File: src/rtl/returns_compounder.sv
// returns_compounder
// Compounds per-stock growth factors g_i *= (1 + r_i) once per accepted step,
// then reports value = capital * sum(w_i * g_i) in whole dollars. All products
// go through one shared multiplier whose operands are chosen by the FSM phase.
// Lane i occupies bits [16*i +: 16] of returns_i, weights_i and growth_o.
// Build option: define COMPOUNDER_SATURATE_EN to saturate the g_i and value
// narrowing instead of keeping the low bits (two's-complement wrap).
module returns_compounder #(
    parameter int N_STOCKS = 3,
    parameter int FRAC     = 8
) (
    input  logic                  clk,
    input  logic                  rst_n,
    input  logic                  clear_i,
    input  logic                  valid_in_i,
    output logic                  ready_out_o,
    input  logic [N_STOCKS*16-1:0] returns_i,
    input  logic [N_STOCKS*16-1:0] weights_i,
    input  logic [15:0]           capital_i,
    output logic                  valid_out_o,
    input  logic                  ready_in_i,
    output logic [31:0]           value_o,
    output logic [N_STOCKS*16-1:0] growth_o,
    output logic [7:0]            step_count_o
);

    localparam int LW = (N_STOCKS > 1) ? $clog2(N_STOCKS) : 1;
    localparam logic [LW-1:0]      LANE_LAST = LW'(N_STOCKS - 1);
    localparam logic signed [15:0] G_ONE     = 16'(1 << FRAC);
    localparam logic signed [16:0] F_ONE     = 17'(1 << FRAC);

    typedef enum logic [2:0] {
        S_IDLE,
        S_COMPOUND,
        S_WEIGHT,
        S_SCALE,
        S_HOLD
    } state_t;

    state_t                state_q, state_d;
    logic [LW-1:0]         lane_q, lane_d;
    logic signed [15:0]    g_q   [N_STOCKS];
    logic signed [15:0]    g_d   [N_STOCKS];
    logic signed [15:0]    ret_q [N_STOCKS];
    logic signed [15:0]    ret_d [N_STOCKS];
    logic signed [15:0]    wgt_q [N_STOCKS];
    logic signed [15:0]    wgt_d [N_STOCKS];
    logic [15:0]           cap_q, cap_d;
    logic signed [35:0]    acc_q, acc_d;
    logic signed [31:0]    value_q, value_d;
    logic                  valid_out_q, valid_out_d;
    logic [7:0]            step_q, step_d;
    logic [7:0]            step_base;

    logic signed [16:0]    r_ext, f;
    logic signed [35:0]    mul_a;
    logic signed [17:0]    mul_b;
    logic signed [53:0]    mul_p;
    logic signed [53:0]    g_shift, v_shift;
    logic signed [15:0]    g_new;
    logic signed [31:0]    value_new;
    logic                  unused_hi;

    // Next-state logic: walk the lanes twice, scale once, then hold for the consumer.
    always_comb begin
        // NOTE: every output of a combinational block gets a default first so no latch is inferred.
        state_d = state_q;
        lane_d  = lane_q;
        case (state_q)
            S_IDLE: begin
                if (valid_in_i) begin
                    state_d = S_COMPOUND;
                    lane_d  = '0;
                end
            end
            S_COMPOUND: begin
                if (lane_q == LANE_LAST) begin
                    state_d = S_WEIGHT;
                    lane_d  = '0;
                end else begin
                    lane_d = lane_q + 1'b1;
                end
            end
            S_WEIGHT: begin
                if (lane_q == LANE_LAST) begin
                    state_d = S_SCALE;
                    lane_d  = '0;
                end else begin
                    lane_d = lane_q + 1'b1;
                end
            end
            S_SCALE: state_d = S_HOLD;
            S_HOLD: begin
                if (valid_out_q && ready_in_i) begin
                    state_d = S_IDLE;
                end
            end
            default: state_d = S_IDLE;
        endcase
    end

    // Shared multiplier operand select; the growth factor (1 + r) is floored at zero.
    always_comb begin
        r_ext = '0;
        f     = '0;
        mul_a = '0;
        mul_b = '0;
        case (state_q)
            S_COMPOUND: begin
                r_ext = {ret_q[lane_q][15], ret_q[lane_q]};
                f     = r_ext + F_ONE;
                if (f[16]) begin
                    f = '0;
                end
                mul_a = {{20{g_q[lane_q][15]}}, g_q[lane_q]};
                mul_b = {f[16], f};
            end
            S_WEIGHT: begin
                mul_a = {{20{wgt_q[lane_q][15]}}, wgt_q[lane_q]};
                mul_b = {{2{g_q[lane_q][15]}}, g_q[lane_q]};
            end
            S_SCALE: begin
                mul_a = acc_q;
                mul_b = {2'b00, cap_q};
            end
            default: ;
        endcase
    end

    assign mul_p   = mul_a * mul_b;
    assign g_shift = mul_p >>> FRAC;
    assign v_shift = mul_p >>> (2 * FRAC);

    // Upper bits only matter when saturating; fold them so they are visibly consumed.
    assign unused_hi = ^{g_shift[53:16], v_shift[53:32]};

    // Narrow the rescaled products back to the register widths.
    always_comb begin
`ifdef COMPOUNDER_SATURATE_EN
        if (g_shift > 54'sd32767) begin
            g_new = 16'sh7fff;
        end else if (g_shift < -54'sd32768) begin
            g_new = 16'sh8000;
        end else begin
            g_new = g_shift[15:0];
        end
        if (v_shift > 54'sd2147483647) begin
            value_new = 32'sh7fff_ffff;
        end else if (v_shift < -54'sd2147483648) begin
            value_new = 32'sh8000_0000;
        end else begin
            value_new = v_shift[31:0];
        end
`else
        g_new     = g_shift[15:0];
        value_new = v_shift[31:0];
`endif
    end

    // Datapath next-state: latch on accept, update one lane per cycle, scale, handshake.
    always_comb begin
        g_d         = g_q;
        ret_d       = ret_q;
        wgt_d       = wgt_q;
        cap_d       = cap_q;
        acc_d       = acc_q;
        value_d     = value_q;
        valid_out_d = valid_out_q;
        step_d      = step_q;
        step_base   = step_q;
        case (state_q)
            S_IDLE: begin
                // A clear in the same cycle as an accept takes effect first.
                if (clear_i) begin
                    for (int i = 0; i < N_STOCKS; i++) begin
                        g_d[i] = G_ONE;
                    end
                    step_base = '0;
                    step_d    = '0;
                end
                if (valid_in_i) begin
                    for (int i = 0; i < N_STOCKS; i++) begin
                        ret_d[i] = returns_i[16*i +: 16];
                        wgt_d[i] = weights_i[16*i +: 16];
                    end
                    cap_d  = capital_i;
                    acc_d  = '0;
                    step_d = (step_base == 8'hFF) ? step_base : step_base + 8'd1;
                end
            end
            S_COMPOUND: g_d[lane_q] = g_new;
            S_WEIGHT:   acc_d = acc_q + {{4{mul_p[31]}}, mul_p[31:0]};
            S_SCALE:    value_d = value_new;
            S_HOLD:     valid_out_d = !(valid_out_q && ready_in_i);
            default: ;
        endcase
    end

    // State and datapath registers with synchronous active-low reset.
    always_ff @(posedge clk) begin
        // NOTE: sequential state uses non-blocking assignments so every register samples pre-edge values.
        if (!rst_n) begin
            state_q     <= S_IDLE;
            lane_q      <= '0;
            // NOTE: the small lane arrays are reset as plain registers; g_i must restart at 1.0,
            // and resetting the input latches too keeps a single register process.
            for (int i = 0; i < N_STOCKS; i++) begin
                g_q[i]   <= G_ONE;
                ret_q[i] <= '0;
                wgt_q[i] <= '0;
            end
            cap_q       <= '0;
            acc_q       <= '0;
            value_q     <= '0;
            valid_out_q <= 1'b0;
            step_q      <= '0;
        end else begin
            state_q     <= state_d;
            lane_q      <= lane_d;
            g_q         <= g_d;
            ret_q       <= ret_d;
            wgt_q       <= wgt_d;
            cap_q       <= cap_d;
            acc_q       <= acc_d;
            value_q     <= value_d;
            valid_out_q <= valid_out_d;
            step_q      <= step_d;
        end
    end

    assign ready_out_o  = (state_q == S_IDLE);
    assign valid_out_o  = valid_out_q;
    assign value_o      = value_q;
    assign step_count_o = step_q;

    for (genvar gi = 0; gi < N_STOCKS; gi++) begin : g_growth
        assign growth_o[16*gi +: 16] = g_q[gi];
    end

endmodule

File: config.mk
export PLATFORM = sky130hd
export DESIGN_NAME = returns_compounder
export DESIGN_NICKNAME = d
export VERILOG_FILES = /design/src/rtl/returns_compounder.sv
export SDC_FILE = /design/constraint.sdc
export NUM_CORES = 2
export LEC_CHECK = 0
export ABC_AREA = 1
export BUFFER_PORTS_ARGS = -buffer_cell sky130_fd_sc_hd__buf_2
export CAP_MARGIN = 10
export CORE_ASPECT_RATIO = 0.8
export CORE_MARGIN = 3
export CORE_UTILIZATION = 30
export CTS_BUF_LIST = sky130_fd_sc_hd__clkbuf_2 sky130_fd_sc_hd__clkbuf_4 sky130_fd_sc_hd__clkbuf_8
export DETAILED_ROUTE_END_ITERATION = 8
export GPL_ROUTABILITY_DRIVEN = 1
export PLACE_DENSITY = 0.54
export REMOVE_ABC_BUFFERS = 1
export SLEW_MARGIN = 20
export SYNTH_ARGS = -nofsm -noshare
export SYNTH_HDL_FRONTEND = slang
export SYNTH_SLANG_ARGS = --single-unit
File: constraint.sdc
create_clock -name clk -period 7.55 [get_ports clk]
set_clock_uncertainty 0.1 [all_clocks]
set_input_delay 0.3775 -clock clk [delete_from_list [all_inputs] [get_ports clk]]
set_output_delay 0.3775 -clock clk [all_outputs]
set_load 0.005 [all_outputs]
==> results_dict.tcl <==
set metrics [dict create \
    yosysWarnings 0 \
    core_mm2 0.108 \
    cts_tree "done" \
    synth_cell_types 56 \
    cp_slowest_stage_delay_ns 0.63 \
    violations "setup timing" \
    crit_fanout 7 \
    synth_area_per_cell_um2 7.51 \
    cp-startpoint "lane_q[0]" \
    cts.sinks 242 \
    grt-ovfl-total 0 \
    holdCritPathClass "in2reg" \
    multi_input_area_mm2 0.0264 \
    syn2layout_area_growth_pct 44.9 \
    place_inst 6612 \
    syn_area_mm2 0.0328 \
    p_switching_w 0.00345 \
    r2r_cells 39 \
    max_freq_mhz 119 \
    clk_pin_slew_ns 0.07 \
    synth_async_sr_flop_share_pct 0 \
    sw_frac_of_total_pct 44.2 \
    pwr-share-clk_pct 19.9 \
    num_io_pins 207 \
    routed_wl_mm 134 \
    synth_edf_count 0 \
    p_seq_share_pct 21.0 \
    cts-htree-levels 2 \
    cp_common_cell "fa_1" \
    rsz0062_at_grt "true" \
    netlist_instances 4368 \
    power_density_mw_per_mm2 164 \
    grt_max_degree 107 \
    gp_congestion 0.957 \
    final_util_pct 44.2 \
    antenna_found_initial 2 \
    whs_path_depth 3 \
    finalCritPeriodShare_pct 112 \
    dieArea_mm2 0.113 \
    crit_required_ns 7.96 \
    internal-power_w 0.00436 \
    viasPerCell 4.81 \
    r2r-start "lane_q[0]" \
    ys_seq_area_share_pct 14.8 \
    drv_slew 0 \
    grt_usage_pct 23.4 \
    drive_gt1_share_pct 31.9 \
    numCtsBuffers 46 \
    cts_root_buffer "clkbuf_8" \
    hold_viol 0 \
    p_leak_nw 22.0 \
    num_rows 107 \
    dieWidth_um 376 \
    setup.worst_path.end "acc_q[35]" \
    clockBufferDepth 3 \
    fin_crit_ns 8.44 \
    first_pass_iters 5 \
    crit_arrival_ns 8.85 \
    critPathCaptureType "flip-flop" \
    drt_first_iter_violations 2864 \
    fill_cells 10600 \
    vias 33300 \
    relSlewSlack_pct 36.3 \
    grt_pass1_wl_mm 204 \
    peakVddDrop_mv 0.171 \
    setup-violations-final 36 \
    postRouteAntennaNets 0 \
    p_comb_share_pct 59.1 \
    hold_path.startpoint "weights_i[37]" \
    r2r_end "acc_q[35]" \
    drc_errors 0 \
    reg2reg_slack_ns -0.89 \
    crit_path_start_kind "flip-flop" \
    grt_pass1_vias 33700 \
    avgRoutedWirePerCell_um 19.4 \
    status "finished with violations" \
    final_nets 6304 \
    worst_pin_slew_ns 0.956 \
    synth-main-ff-cell "dfxtp_1" \
    cp_slowest_cell "fa_2" \
    fin_cells 6917 \
    regArea_mm2 0.00485 \
    critPathKind "reg2reg" \
    synth_seq_cells 242 \
    start_util_pct 30.5 \
    clkLatencyLatePin_ns 0.64 \
    portBuffers 206 \
    die_h_um 302 \
    drv_cap 0 \
    dp_hpwl_mm 109 \
    setup_ws_ns -0.889 \
]
[cells in the final DEF (no fill, tap or decap), drive strengths merged, types with 4 or more instances in the layout]
cell         count
a21o            11
a21oi          266
a221oi           5
a22oi           34
a31oi           15
buf           1110
bufinv           4
clkbuf          68
clkinv          13
clkinvlp         7
dfxtp          242
dlygate4sd3    113
fa             565
ha             161
inv            924
nand2          906
nand3          125
nand4           14
nor2           537
nor3            24
nor4             4
o211ai          15
o21ai          239
o21bai          13
o221ai           8
o22ai            4
or2              8
xnor2           13
xor2            29
[layer usage]
metal | part of all wire (%) | up-vias | GRT usage (%)
li1 | - | 15400 | -
met1 | 46 | 16600 | 34.6
met2 | 43 | 1186 | 35.6
met3 | 8.6 | 141 | 4.77
met4 | 1.9 | 0 | 4.35
met5 | 0 | - | 0
[cell type report]
cell class / count / share of cell area, %
diodes: 2 / 0.0105
clock buffers: 68 / 1.89
clock inverters: 17 / 0.445
inverters: 931 / 7.46
multi-input cells: 3017 / 55.5
flip-flops and latches: 242 / 10.2
well taps: 1417 / 3.73
repair buffers: 1223 / 20.7
[metrics by stage]
stage	hold WS, ns	worst slack [ns]	power (W)	setup TNS, ns	instance area [um^2]
after floorplan	0.324	-3.23	0.00319	-207.79	32000
after global placement	0.345	-1.32	0.00545	-29.41	41300
after detailed placement	0.349	-1.27	0.00545	-29.87	41300
after CTS	0.0157	-0.727	0.00745	-8.69	45500
after global routing	0.0794	-1.24	0.00820	-25.34	47500
final	0.0589	-0.889	0.00781	-14.66	47500
[synth_stat cells, drive strengths merged (4+ instances only)]
library cell  instances  share of area [%]
a21o                 11               0.25
a21oi               266                4.1
a221oi                5               0.13
a22oi                34               0.78
a31oi                15               0.29
buf                  53               0.85
clkbuf              126                1.4
dfxtp               242                 15
fa                  565                 34
ha                  161                6.1
inv                 928                 11
nand2               905                 11
nand3               125                2.1
nand4                14               0.27
nor2                537                6.3
nor3                 24               0.40
nor4                  4              0.076
o211ai               15               0.34
o21ai               239                3.7
o21bai               13               0.31
o221ai                8               0.21
o22ai                 4              0.076
or2                   8               0.15
xnor2                13               0.35
xor2                 29               0.77
[registers in the layout, indices dropped and copies added, names as in the netlist]
name	cells
cap_q	16
acc_q	36
wgt_q	48
ret_q	48
valid_out_o	1
lane_q	2
value_o	32
growth_o	48
state_q	3
step_count_o	8
[power groups by stage]
stage / registers [W] / logic [W] / clock network (W)
global route: 0.00166 / 0.00491 / 0.00164
CTS: 0.00163 / 0.00424 / 0.00158
finish: 0.00164 / 0.00462 / 0.00155
global placement: 0.00165 / 0.00380 / 0
floorplan: 0.00162 / 0.00157 / 0
detailed placement: 0.00165 / 0.00380 / 0
[what timing repair did]
action                     in CTS  in global routing
gates resized for setup       357                405
hold buffers                  113                  0
cloned                          3                  1
setup endpoints to repair      49                 50
hold endpoints to repair      114                  0
buffers inserted               58                 52
pin swaps                      93                173
[worst max-delay path, delay by kind of cell (launching register included)]
| family | cells | cell delay, ns |
|---|---|---|
| adders and majority gates | 8 | 3.82 |
| and+or+nand+nor | 11 | 1.29 |
| buffers and inverters | 10 | 1.25 |
| AOI/OAI and AO/OA | 9 | 1.22 |
| DFF | 1 | 0.37 |
| xor gates and xnor gates | 1 | 0.29 |
[worst min path at each step]
stage | end | slack (ns)
floorplan | ret_q[0] | 0.32
global placement | wgt_q[16] | 0.34
detailed placement | wgt_q[1] | 0.35
CTS | wgt_q[5] | 0.02
global route | step_count_o[4] | 0.08
finish | wgt_q[5] | 0.06
[kinds of logic after synthesis]
family	synth area share (%)
xor gates and xnor gates	1.12
adders and majority gates	40.6
buffers and inverters	13.0
AOI/OAI and AO/OA	10.6
and+or+nand+nor	19.9
DFF	14.8
Power figures use the tool's default switching activity.
